==> config.mk <==
export PLATFORM = sky130hd
export DESIGN_NAME = clkdiv_prog
export DESIGN_NICKNAME = d
export VERILOG_FILES = /design/src/rtl/clkdiv_prog.sv
export SDC_FILE = /design/constraint.sdc
export NUM_CORES = 1
export LEC_CHECK = 0
export ABC_CLOCK_PERIOD_IN_PS = 12390
export CORE_MARGIN = 1.5
export CORE_UTILIZATION = 50
export DETAILED_ROUTE_END_ITERATION = 6
export GPL_ROUTABILITY_DRIVEN = 1
export PLACE_DENSITY = 0.78
export SLEW_MARGIN = 5
export SYNTH_ARGS = -nofsm -noshare
export SYNTH_HDL_FRONTEND = slang
export SYNTH_SLANG_ARGS = --single-unit
export TNS_END_PERCENT = 30
==> constraint.sdc <==
create_clock -name clk -period 12.39 [get_ports clk]
set_input_delay 2.478 -clock clk [delete_from_list [all_inputs] [get_ports clk]]
set_output_delay 2.478 -clock clk [all_outputs]
set_load 0.02 [all_outputs]
==> src/rtl/clkdiv_prog.sv <==
`default_nettype none
// ============================================================================
// Module      : clkdiv_prog
// Description : Runtime-programmable multi-channel clock divider. Each channel
//               produces a one-cycle tick enable and a near-50% square wave
//               from the system clock. The divisor of each channel is loaded
//               through a valid/ready config port. A new divisor is held in a
//               shadow register and takes effect only when the channel wraps,
//               so no period is ever cut short. sync_i restarts every channel
//               in phase and applies any pending divisor at once.
//
// Ports       : clk        - system clock, rising edge
//               rst        - asynchronous active-high reset
//               sync_i     - one-cycle pulse, restarts all counters in phase
//               cfg_valid  - config request
//               cfg_ready  - config accepted when cfg_valid && cfg_ready
//               cfg_ch     - target channel index
//               cfg_div    - new divisor for the target channel
//               tick_o     - per-channel one-cycle enable, high on wrap
//               sq_o       - per-channel square wave
//               busy_o     - per-channel pending-update flag
//               tickcnt_o  - per-channel 16-bit tick count (optional)
//
// Options     : define CLKDIV_TICKCNT_EN to add tickcnt_o
//
// Revision    : 1.0 - initial release
// ============================================================================
module clkdiv_prog #(
    parameter int                NCH         = 3,
    parameter int                CW          = 26,
    parameter logic [NCH*CW-1:0] DIV_RST_VEC = {26'd65536, 26'd2048, 26'd4}
) (
    input  logic              clk,
    input  logic              rst,
    input  logic              sync_i,
    input  logic              cfg_valid,
    output logic              cfg_ready,
    input  logic [2:0]        cfg_ch,
    input  logic [CW-1:0]     cfg_div,
    output logic [NCH-1:0]    tick_o,
    output logic [NCH-1:0]    sq_o,
    output logic [NCH-1:0]    busy_o
`ifdef CLKDIV_TICKCNT_EN
    ,
    output logic [NCH*16-1:0] tickcnt_o
`endif
);

    localparam logic [CW-1:0] c_one = {{(CW-1){1'b0}}, 1'b1};

    logic           r_rdy_en;
    logic [NCH-1:0] w_pend;
    logic           w_sel_pend;
    logic           w_accept;

    // Holds cfg_ready low while reset is asserted and releases it on the
    // first clock edge afterwards.
    always_ff @(posedge clk or posedge rst) begin
        if (rst) begin
            r_rdy_en <= 1'b0;
        end else begin
            r_rdy_en <= 1'b1;
        end
    end

    // Pending flag of the addressed channel. An index outside the channel
    // range reads as "pending" so such a request is never accepted.
    always_comb begin
        w_sel_pend = 1'b1;
        for (int k = 0; k < NCH; k++) begin
            if (cfg_ch == 3'(k)) begin
                w_sel_pend = w_pend[k];
            end
        end
    end

    assign cfg_ready = r_rdy_en & ~w_sel_pend;
    assign w_accept  = cfg_valid & cfg_ready;
    assign busy_o    = w_pend;

    generate
        for (genvar gi = 0; gi < NCH; gi++) begin : g_ch
            localparam logic [2:0]    c_idx     = 3'(gi);
            localparam logic [CW-1:0] c_div_rst = DIV_RST_VEC[gi*CW +: CW];

            logic [CW-1:0] r_cnt;
            logic [CW-1:0] r_div;
            logic [CW-1:0] r_shadow;
            logic          r_pend;
            logic          r_tick;
            logic          r_sq;
            logic          w_halt;
            logic          w_wrap;
            logic          w_acc;

            // div==0 is tested first, so div-1 never underflows in use.
            assign w_halt = (r_div == '0);
            assign w_wrap = !w_halt && (r_cnt == (r_div - c_one));
            assign w_acc  = w_accept && (cfg_ch == c_idx);

            always_ff @(posedge clk or posedge rst) begin
                if (rst) begin
                    r_cnt    <= '0;
                    r_div    <= c_div_rst;
                    r_shadow <= '0;
                    r_pend   <= 1'b0;
                    r_tick   <= 1'b0;
                    r_sq     <= 1'b0;
                end else begin
                    if (sync_i) begin
                        // Phase restart: no tick this cycle; the square wave
                        // restarts at count 0, which is high only for div==1.
                        r_cnt  <= '0;
                        r_tick <= 1'b0;
                        if (r_pend) begin
                            r_div  <= r_shadow;
                            r_pend <= 1'b0;
                            r_sq   <= (r_shadow == c_one);
                        end else begin
                            r_sq   <= (r_div == c_one);
                        end
                    end else if (w_halt) begin
                        // A halted channel has no wrap to wait for.
                        r_cnt  <= '0;
                        r_tick <= 1'b0;
                        r_sq   <= 1'b0;
                        if (r_pend) begin
                            r_div  <= r_shadow;
                            r_pend <= 1'b0;
                        end
                    end else begin
                        r_tick <= w_wrap;
                        r_sq   <= (r_cnt >= (r_div >> 1));
                        if (w_wrap) begin
                            // Old period is complete; switch divisor here.
                            r_cnt <= '0;
                            if (r_pend) begin
                                r_div  <= r_shadow;
                                r_pend <= 1'b0;
                            end
                        end else begin
                            r_cnt <= r_cnt + c_one;
                        end
                    end

                    // Accept only happens with r_pend low, so it never
                    // collides with an apply on the same channel.
                    if (w_acc) begin
                        r_shadow <= cfg_div;
                        r_pend   <= 1'b1;
                    end
                end
            end

            assign tick_o[gi] = r_tick;
            assign sq_o[gi]   = r_sq;
            assign w_pend[gi] = r_pend;

`ifdef CLKDIV_TICKCNT_EN
            logic [15:0] r_tickcnt;

            always_ff @(posedge clk or posedge rst) begin
                if (rst) begin
                    r_tickcnt <= 16'd0;
                end else if (sync_i) begin
                    r_tickcnt <= 16'd0;
                end else if (r_tick) begin
                    r_tickcnt <= r_tickcnt + 16'd1;
                end
            end

            assign tickcnt_o[gi*16 +: 16] = r_tickcnt;
`endif
        end
    endgenerate

endmodule
`default_nettype wire

==> reports/summary.txt, run 1 <==
Worst Path Required: 9.91 ns
Antenna-violating nets left: 0
Power density over the cells: 165 nW/µm²
Setup TNS: 0 ns
Synth area leaders: dfrtp_1 39%, mux2_2 7.7%, ha_1 7.1%, xnor2_1 5.0%, xor2_1 4.0%
Yosys cell types: 86
Sequential area share after synthesis: 40.0%
Worst setup path start: cfg_ch[0]
Hold crit path type: flop to flop
PostCTS Resize Cnt: 0
Register bit count reported by yosys: 244
Nets@finish: 1645
Most used DFF post-synth: dfrtp_1
Routed vias: 11800
Period utilization: 53.4%
Post-Synth XOR/XNOR Area: 8.95%
Fillcell total: 2490
Count leader, synth: dfrtp_1
Share of the synthesized area in the top cell type: 39.5%
Status: completed
Skew final: 0.0260 ns
Number of vias per cell: 6.08
DIE AREA: 31600 µm²
# H-tree levels: 1
Final estimated routing congestion in global placement: 0.978
Hold buffer count at CTS: 0
RR Endpoint: g_ch[1].r_div[20]
Cells on worst reg2reg path: 10
Detailed Route WL: 38600 µm
Total Routing Usage GR: 25.1%
CTS sink count: 244
Synth Cell Area: 15300 µm²
Final Hold Fails: 0
CP endpoint kind: output pin
Fin. max-slew vios: 0
CTS Root Cell: clkbuf_16
Post-synthesis compound-gate area fraction: 8.88%
Crit start category: primary input
Async S/R FF share, synth: 100%
Initial antenna violation count: 1
WS Path Type: primary input to output pin
Syn_nets: 1628
Max cap viols: 0
Drt pass-1 iters: 7
Flop-to-flop setup slack: 8.15 ns
Placed instance count: 1885
Core ar.: 29900 µm²
Largest family of logic cells by synthesized area: simple AND/OR/NAND/NOR gates
Cells after Synth: 1508
Simple-Gate Fraction of Synth Area: 18.0%
Width of the die: 178 µm
Num CTS Buffers: 28
Die Y: 178 µm
Crit-path max FO: 5
ANT cells: 0
I/O Buffers: 42
Mean post-synth cell area: 10.1 µm²
Post-synthesis mux area share: 12.3%
DR WL/cell: 19.9 µm
Area grow syn2layout: 11.0%
Global-route wire length before repair: 63300 µm
Share of post-route cells with drive strength above 1: 14.3%
# setup viols final: 0
Critical Path End: cfg_ready
EDFF count, synth: 0
Synth Area in Adders: 7.13%
Commonest cells in the netlist: 241 x dfrtp_1, 118 x nor2_1, 105 x mux2_2
RSZ-0062 raised after global routing: no
Number of global-route vias before repair: 12000
Clock Tree Buf Depth: 3
Iter 0 DRT Violations: 1075
Leakage: 0.00754 µW
Fmax: 151 MHz
Hold slack: 0.517 ns
WP data arrival: 4.13 ns
Post-DP HPWL: 27900 µm
Post-synth top area cell: dfrtp_1
R2R Path Start: g_ch[1].r_div[1]
Starting Density: 51.1%
Syn. warnings: 0
Largest net degree at the start of global routing: 118
Core Rows: 63
Total grt overflow: 0
IO Count: 43
Peak supply drop: 0.000137 V
Worst slew pin tran: 1.10 ns
Clock latency on the worst-skew pair: 0.56 ns
Slew margin rel.: 26.7%
DRC: 0
Post-Layout Cell Count: 1937
TritonCTS clock tree: done
Worst-path clk slew: 0.06 ns
Period minus WS final: 6.61 ns
Postcts setup bufs: 0
[final cells by class]
type | instances | area (µm²) | share of cell area, %
clock inverter | 19 | 238 | 1.40
inverter | 99 | 379 | 2.24
sequential | 244 | 6110 | 36.1
timing repair buffer | 56 | 526 | 3.10
clock buffer | 33 | 759 | 4.48
multi-input combinational | 1096 | 8450 | 49.8
tap | 390 | 488 | 2.88
[power breakdown]
group / switching (µW) / internal, µW
combinational: 524 / 399
clock: 351 / 526
sequential: 121 / 877
[worst min-delay path by stage]
stage	from	end	slack, ns	cells past startpoint
after CTS	g_ch[2].r_shadow[18]	g_ch[2].r_div[18]	0.52	1
after global placement	g_ch[2].r_shadow[4]	g_ch[2].r_div[4]	0.50	1
after global routing	g_ch[2].r_shadow[19]	g_ch[2].r_div[19]	0.55	1
after floorplan	g_ch[2].r_shadow[0]	g_ch[2].r_div[0]	0.47	1
after detailed placement	g_ch[2].r_shadow[16]	g_ch[2].r_div[16]	0.51	1
final	g_ch[2].r_shadow[18]	g_ch[2].r_div[18]	0.52	1
[cell families (layout without fill, tap and decap cells)]
kind of cell    Yosys count  after routing
compound gates          187            187
xor+xnor                156            156
fa+ha+maj                87             87
buf+inv                 168            207
flops                   244            244
mux                     160            160
other cells               1              1
simple gates            505            505
[placed cells by master (no fill, tap or decap), types with 5 or more instances in the layout]
| cell | instances |
|---|---|
| dfrtp_1 | 241 |
| nor2_1 | 117 |
| mux2_2 | 105 |
| inv_1 | 98 |
| xnor2_1 | 87 |
| ha_1 | 87 |
| nor3_1 | 69 |
| xor2_1 | 69 |
| nand3_1 | 52 |
| nand2_1 | 52 |
| nand4_1 | 46 |
| clkdlybuf4s50_1 | 42 |
| nor4_1 | 41 |
| o21ai_0 | 37 |
| mux2_1 | 33 |
| a21oi_1 | 32 |
| clkbuf_16 | 28 |
| and3_1 | 23 |
| mux2_4 | 20 |
| a21o_1 | 18 |
| or4_1 | 15 |
| and4_1 | 15 |
| nor2b_1 | 14 |
| buf_4 | 14 |
| nand2b_1 | 13 |
| a211oi_1 | 12 |
| o211ai_1 | 11 |
| a31oi_1 | 11 |
| or3_1 | 9 |
| clkinv_4 | 5 |
| clkinv_2 | 5 |
[critical path, stage by stage]
cell             delay, ns
clkdlybuf4s50_1       0.48
nand2b_1              0.21
o22ai_1               0.17
and3b_1               0.20
clkdlybuf4s50_1       0.60
[per-stage QoR]
step                      utilization (%)  power, µW  setup slack (ns)  instance area, µm²
after detailed placement             53.4       1910              5.79               15900
after CTS                            56.7       2790              5.78               16900
after floorplan                         -       1670              3.22               15300
after global placement               53.4       1880              5.84               15900
after global routing                 56.7       2950              5.70               16900
final                                56.7       2800              5.78               16900
[registers in the layout, indices dropped and copies added (netlist names)]
register / cells
g_ch.r_pend: 3
g_ch.r_cnt: 78
g_ch.r_sq: 3
g_ch.r_div: 78
r_rdy_en: 1
g_ch.r_tick: 3
g_ch.r_shadow: 78
[per-layer routing]
metal	up-vias	GRT usage [%]	part of all wire (%)
met4	0	9.21	3.5
met2	367	40.6	46
met3	89	3.64	5.8
met1	5872	34.3	45
met5	-	0	0
li1	5456	-	-
Note: power is estimated with default switching activity, not from simulation.
==> inputs of run 2 (changes only) <==
Settings changed: ABC_CLOCK_PERIOD_IN_PS 12390 to 6100.
Clock period 12.39 ns to 6.1 ns, I/O delays scaled along.
==> run 2 against run 1 <==
Worst hold slack about the same. Core utilization decreased by 0.30 points. Clock-buffer cell count increased by 4. Final cell count decreased by 0.15%. Flip-flop and latch count unchanged. Register-to-register slack got worse by 6.2 ns. First-iteration DRC count decreased by 18%. Via count decreased by 0.56%. Combinational power increased by 100%. Non-clock buffer count increased by 1. Sequential share of layout area increased by 0.19 points. Total power increased by 98%. Critical path type is now flop to flop. Largest cell class unchanged. Largest power group unchanged.
==> reports/summary.txt, run 2 (same netlist as run 1, synthesis figures left out) <==
Clock latency on the worst-skew pair: 0.55 ns
CTS Root Cell: clkbuf_16
Clock Power Share: 29.8%
Commonest cells after routing, fill and taps aside: 241 x dfrtp_1, 117 x nor2_1, 105 x mux2_2
Postcts setup bufs: 0
Post-Layout Cell Count: 1934
Share of post-route cells with drive strength above 1: 13.8%
Placed instance count: 1886
Flop-to-flop setup slack: 1.96 ns
Placed cell areas: 16000 µm²
WP data arrival: 4.54 ns
DIE AREA: 31600 µm²
WS Path Type: flop to flop
ANT cells: 0
Hold crit path type: flop to flop
Switch Pwr: 1970 µW
RR Endpoint: g_ch[1].r_div[20]
Status: completed
Antenna-violating nets left: 0
Core Rows: 63
Hold path depth: 1
Fillcell total: 2481
Detailed Route WL: 38200 µm
Most common cell after layout, fill and taps aside: dfrtp_1
DR WL/cell: 19.7 µm
CP endpoint kind: flop
Final Hold Fails: 0
# H-tree levels: 1
Leakage: 0.00749 µW
RSZ-0062 raised after global routing: no
Crit-path max FO: 26
Routed vias: 11700
Top Registers: g_ch.r_cnt x78, g_ch.r_div x78, g_ch.r_shadow x78
Fin. max-slew vios: 0
Clock Tree Buf Depth: 3
Total grt overflow: 0
Worst Path Required: 6.51 ns
Switch share: 35.5%
Slew margin rel.: 22.2%
Global-route wire length before repair: 62600 µm
Internal power: 3580 µW
Reg power frac: 36.4%
CTS sink count: 244
Setup TNS: 0 ns
Max cap viols: 0
Worst Hold Path EP: g_ch[2].r_div[15]
Number of global-route vias before repair: 11600
Post-DP HPWL: 28100 µm
Drt pass-1 iters: 5
Number of vias per cell: 6.06
Cells on worst reg2reg path: 10
Crit start category: flop
R2R Path Start: g_ch[1].r_div[0]
Core ar.: 29900 µm²
Fmax: 242 MHz
TritonCTS clock tree: done
Period minus WS final: 4.14 ns
Final estimated routing congestion in global placement: 0.937
I/O Buffers: 42
Initial antenna violation count: 0
Area grow syn2layout: 10.4%
Core Util, Final: 56.4%
Design Area, Final: 16900 µm²
Power density over the cells: 329 nW/µm²
Peak supply drop: 0.000220 V
Worst-path clk slew: 0.06 ns
DRC: 0
IO Count: 43
Worst slew pin tran: 1.17 ns
Skew final: 0.0270 ns
Iter 0 DRT Violations: 883
Starting Density: 51.1%
Num CTS Buffers: 27
Worst hold start: g_ch[2].r_shadow[15]
# setup viols final: 0
Width of the die: 178 µm
Gate power share: 33.7%
Period utilization: 67.8%
Nets@finish: 1645
Total Routing Usage GR: 24.8%
Die Y: 178 µm
PostCTS Resize Cnt: 0
Hold buffer count at CTS: 0
Largest net degree at the start of global routing: 190
-- run 2: cell types whose count changed in the layout (fill, tap and decap cells not counted), sizes merged --
cell / before / now
clkbuf: 33 / 37
clkinvlp: 2 / 3
inv: 101 / 98
clkinv: 11 / 6
bufinv: 4 / 3
buf: 14 / 15
-- run 2: worst max-delay path by stage --
stage / start / to / slack [ns] / cells past startpoint
after CTS: g_ch[1].r_div[0] / g_ch[1].r_cnt[14] / 1.99 / 10
after global routing: g_ch[1].r_div[1] / g_ch[1].r_div[20] / 1.80 / 10
after detailed placement: g_ch[1].r_div[0] / g_ch[1].r_div[4] / 2.03 / 10
after global placement: cfg_ch[0] / cfg_ready / 2.06 / 5
after floorplan: rst / g_ch[0].r_cnt[0] / 1.68 / 1
final: g_ch[1].r_div[0] / g_ch[1].r_div[20] / 1.96 / 10
-- run 2: final cells by class --
type                       count  area, µm²  share of cell area [%]
tap                          390        488                    2.89
clock buffer                  37        753                    4.47
multi-input combinational   1096       8450                    50.1
inverter                      99        375                    2.23
timing repair buffer          57        546                    3.24
sequential                   244       6110                    36.2
clock inverter                11        139                   0.824
-- run 2: power groups by stage --
stage               registers (µW)  clock network (µW)  logic, µW
floorplan                     1930                   0       1460
global placement              2030                   0       1800
detailed placement            2040                   0       1840
CTS                           2020                1690       1850
finish                        2020                1650       1870
global route                  2050                1750       2050
-- run 2: per-stage QoR --
stage	hold WS, ns	total power, µW	setup slack (ns)
floorplan	0.468	3390	1.68
global placement	0.499	3830	2.06
detailed placement	0.504	3880	2.03
CTS	0.516	5550	1.99
global route	0.545	5850	1.80
finish	0.517	5550	1.96
-- run 2: critical path: stages, from the launching register on --
cell	delay, ns
dfrtp_1	0.46
inv_1	0.11
ha_1	0.19
nor3b_1	0.52
nand3_1	0.32
o31a_1	0.35
a2111o_1	0.40
a2111oi_2	0.37
nand2_1	0.17
o21ai_4	0.69
mux2_2	0.41
-- run 2: metal layers --
| metal | GRT usage (%) | up-vias | share of wire, % |
|---|---|---|---|
| li1 | - | 5476 | - |
| met1 | 35.4 | 5823 | 46 |
| met2 | 39.5 | 343 | 46 |
| met3 | 2.93 | 76 | 5.1 |
| met4 | 7.35 | 0 | 3.0 |
| met5 | 0 | - | 0 |
==> inputs of run 3 (changes only) <==
Settings changed: ABC_CLOCK_PERIOD_IN_PS 6100 to 4200.
Clock period 6.1 ns to 4.2 ns, I/O delays scaled along.
==> run 3 against run 2 <==
Via count rose by 0.10%. Clock-buffer cell count fell by 3. Critical path depth rose by 1. Flip-flop and latch count did not move. Non-clock buffer count rose by 10. Clock power rose by 41%. Clock skew fell by 0.0045 ns. Total power rose by 45%. Core utilization rose by 0.31 points. Sequential power rose by 46%. Register-to-register slack got worse by 1.6 ns. Critical endpoint is now g_ch[2].r_div[2]. Largest cell class unchanged.
==> reports/summary.txt, run 3 (same netlist as run 1, synthesis figures left out) <==
Gate power share: 34.5%
Leakage: 0.00756 µW
Place WS: 0.467 ns
Placed instance count: 1896
CP endpoint kind: flop
Worst slew pin tran: 0.734 ns
Routed vias: 11700
Number of vias per cell: 6.03
Hold crit path type: flop to flop
Crit-path max FO: 26
Number of global-route vias before repair: 11700
Routed wl met2: 17800 µm
Detailed Route WL: 38500 µm
Fmax: 260 MHz
Iter 0 DRT Violations: 797
CTS Root Cell: clkbuf_16
Worst-path cell chain: inv_1 -> ha_1 -> nor3b_2 -> nand4_1 -> or3_1 -> a211oi_1 -> nand4_1 -> a2111oi_4 -> o21ai_2 -> buf_4 -> mux2_1
RSZ-0062 raised after global routing: no
# H-tree levels: 1
Global-route wire length before repair: 61900 µm
M1 wire length: 17300 µm
Metal3 WL: 2230 µm
ANT cells: 0
Peak supply drop: 0.000358 V
Top Registers: g_ch.r_cnt x78, g_ch.r_div x78, g_ch.r_shadow x78
Clock Power Share: 28.9%
Top cell by count, worst path: nand4_1
Post-route setup slack: 0.350 ns
Period utilization: 91.7%
Status: completed
DR WL/cell: 19.8 µm
Slowest CP cell: nor3b_2
Power density over the cells: 475 nW/µm²
Initial antenna violation count: 0
Fin. max-slew vios: 0
DR top layer: met4
DRC: 0
Crit start category: flop
Max cap viols: 0
Skew final: 0.0225 ns
Total Routing Usage GR: 24.7%
Clock latency on the worst-skew pair: 0.55 ns
Postcts setup bufs: 0
Most common cell after layout, fill and taps aside: dfrtp_1
TritonCTS clock tree: done
Critical path buffers and inverters: 2
Num CTS Buffers: 27
Final Hold Fails: 0
Hold buffer count at CTS: 0
Post-Layout Cell Count: 1946
Largest net degree at the start of global routing: 89
Starting Density: 51.1%
CP delay by family, top: simple AND/OR/NAND/NOR gates
Drt pass-1 iters: 5
Clock Tree Buf Depth: 3
Post-DP HPWL: 28300 µm
PostCTS Resize Cnt: 0
DIE AREA: 31600 µm²
IO Count: 43
Share of post-route cells with drive strength above 1: 14.7%
Slew margin rel.: 50.6%
Switch Pwr: 2900 µW
Core ar.: 29900 µm²
Antenna-violating nets left: 0
Core Rows: 63
Setup TNS: 0 ns
WP data arrival: 4.25 ns
Final estimated routing congestion in global placement: 0.938
Die Y: 178 µm
Total grt overflow: 0
WS Path Type: flop to flop
Worst Path Required: 4.60 ns
Reg power frac: 36.6%
Width of the die: 178 µm
Commonest cells after routing, fill and taps aside: 241 x dfrtp_1, 117 x nor2_1, 105 x mux2_2
Nets@finish: 1655
I/O Buffers: 42
Internal power: 5150 µW
Worst stage delay on the critical path: 0.56 ns
# setup viols final: 0
Switch share: 36.0%
Period minus WS final: 3.85 ns
Worst-path clk slew: 0.06 ns
Area grow syn2layout: 11.0%
CTS sink count: 244
-- run 3: power by group through the flow --
| stage | clock [µW] | combinational (µW) | sequential (µW) |
|---|---|---|---|
| floorplan | 0 | 2120 | 2800 |
| global placement | 0 | 2670 | 2960 |
| detailed placement | 0 | 2720 | 2970 |
| CTS | 2380 | 2750 | 2930 |
| global route | 2470 | 3050 | 2970 |
| finish | 2330 | 2780 | 2950 |
-- run 3: layer usage --
metal	track usage [%]	vias to the layer above
met5	0	-
met4	7.84	0
met3	3.96	79
met2	40.1	339
met1	34.0	5817
li1	-	5495
-- run 3: final timing paths --
path                                        endpoint            startpoint  depth (start not counted)  slack [ns]
worst max-delay path                g_ch[2].r_div[2]      g_ch[2].r_div[0]                         11        0.35
worst min-delay path               g_ch[2].r_div[13]  g_ch[2].r_shadow[13]                          1        0.52
worst max register to register      g_ch[2].r_div[2]      g_ch[2].r_div[0]                         11        0.35
worst min register to register     g_ch[2].r_div[13]  g_ch[2].r_shadow[13]                          1        0.52
max in group asynchronous       g_ch[1].r_shadow[19]                   rst                          3        2.57
min in group asynchronous          g_ch[1].r_cnt[24]                   rst                          2        0.76
-- run 3: layout make-up --
cell class / instances / area (µm²)
Clock buffer: 34 / 752
Clock inverter: 16 / 134
Fill cell: 2553 / 12900
Inverter: 99 / 375
Multi-Input combinational cell: 1096 / 8450
Sequential cell: 244 / 6110
Tap cell: 390 / 488
Timing Repair Buffer: 67 / 646
-- run 3: per-stage QoR --
step                hold WS [ns]  area (µm²)  power (µW)  util (%)
CTS                        0.521       17000        8050      56.7
global route               0.536       17000        8500      56.7
floorplan                  0.468       15300        4920         -
finish                     0.515       17000        8050      56.7
detailed placement         0.508       16100        5690      53.8
global placement           0.501       16100        5630      53.8
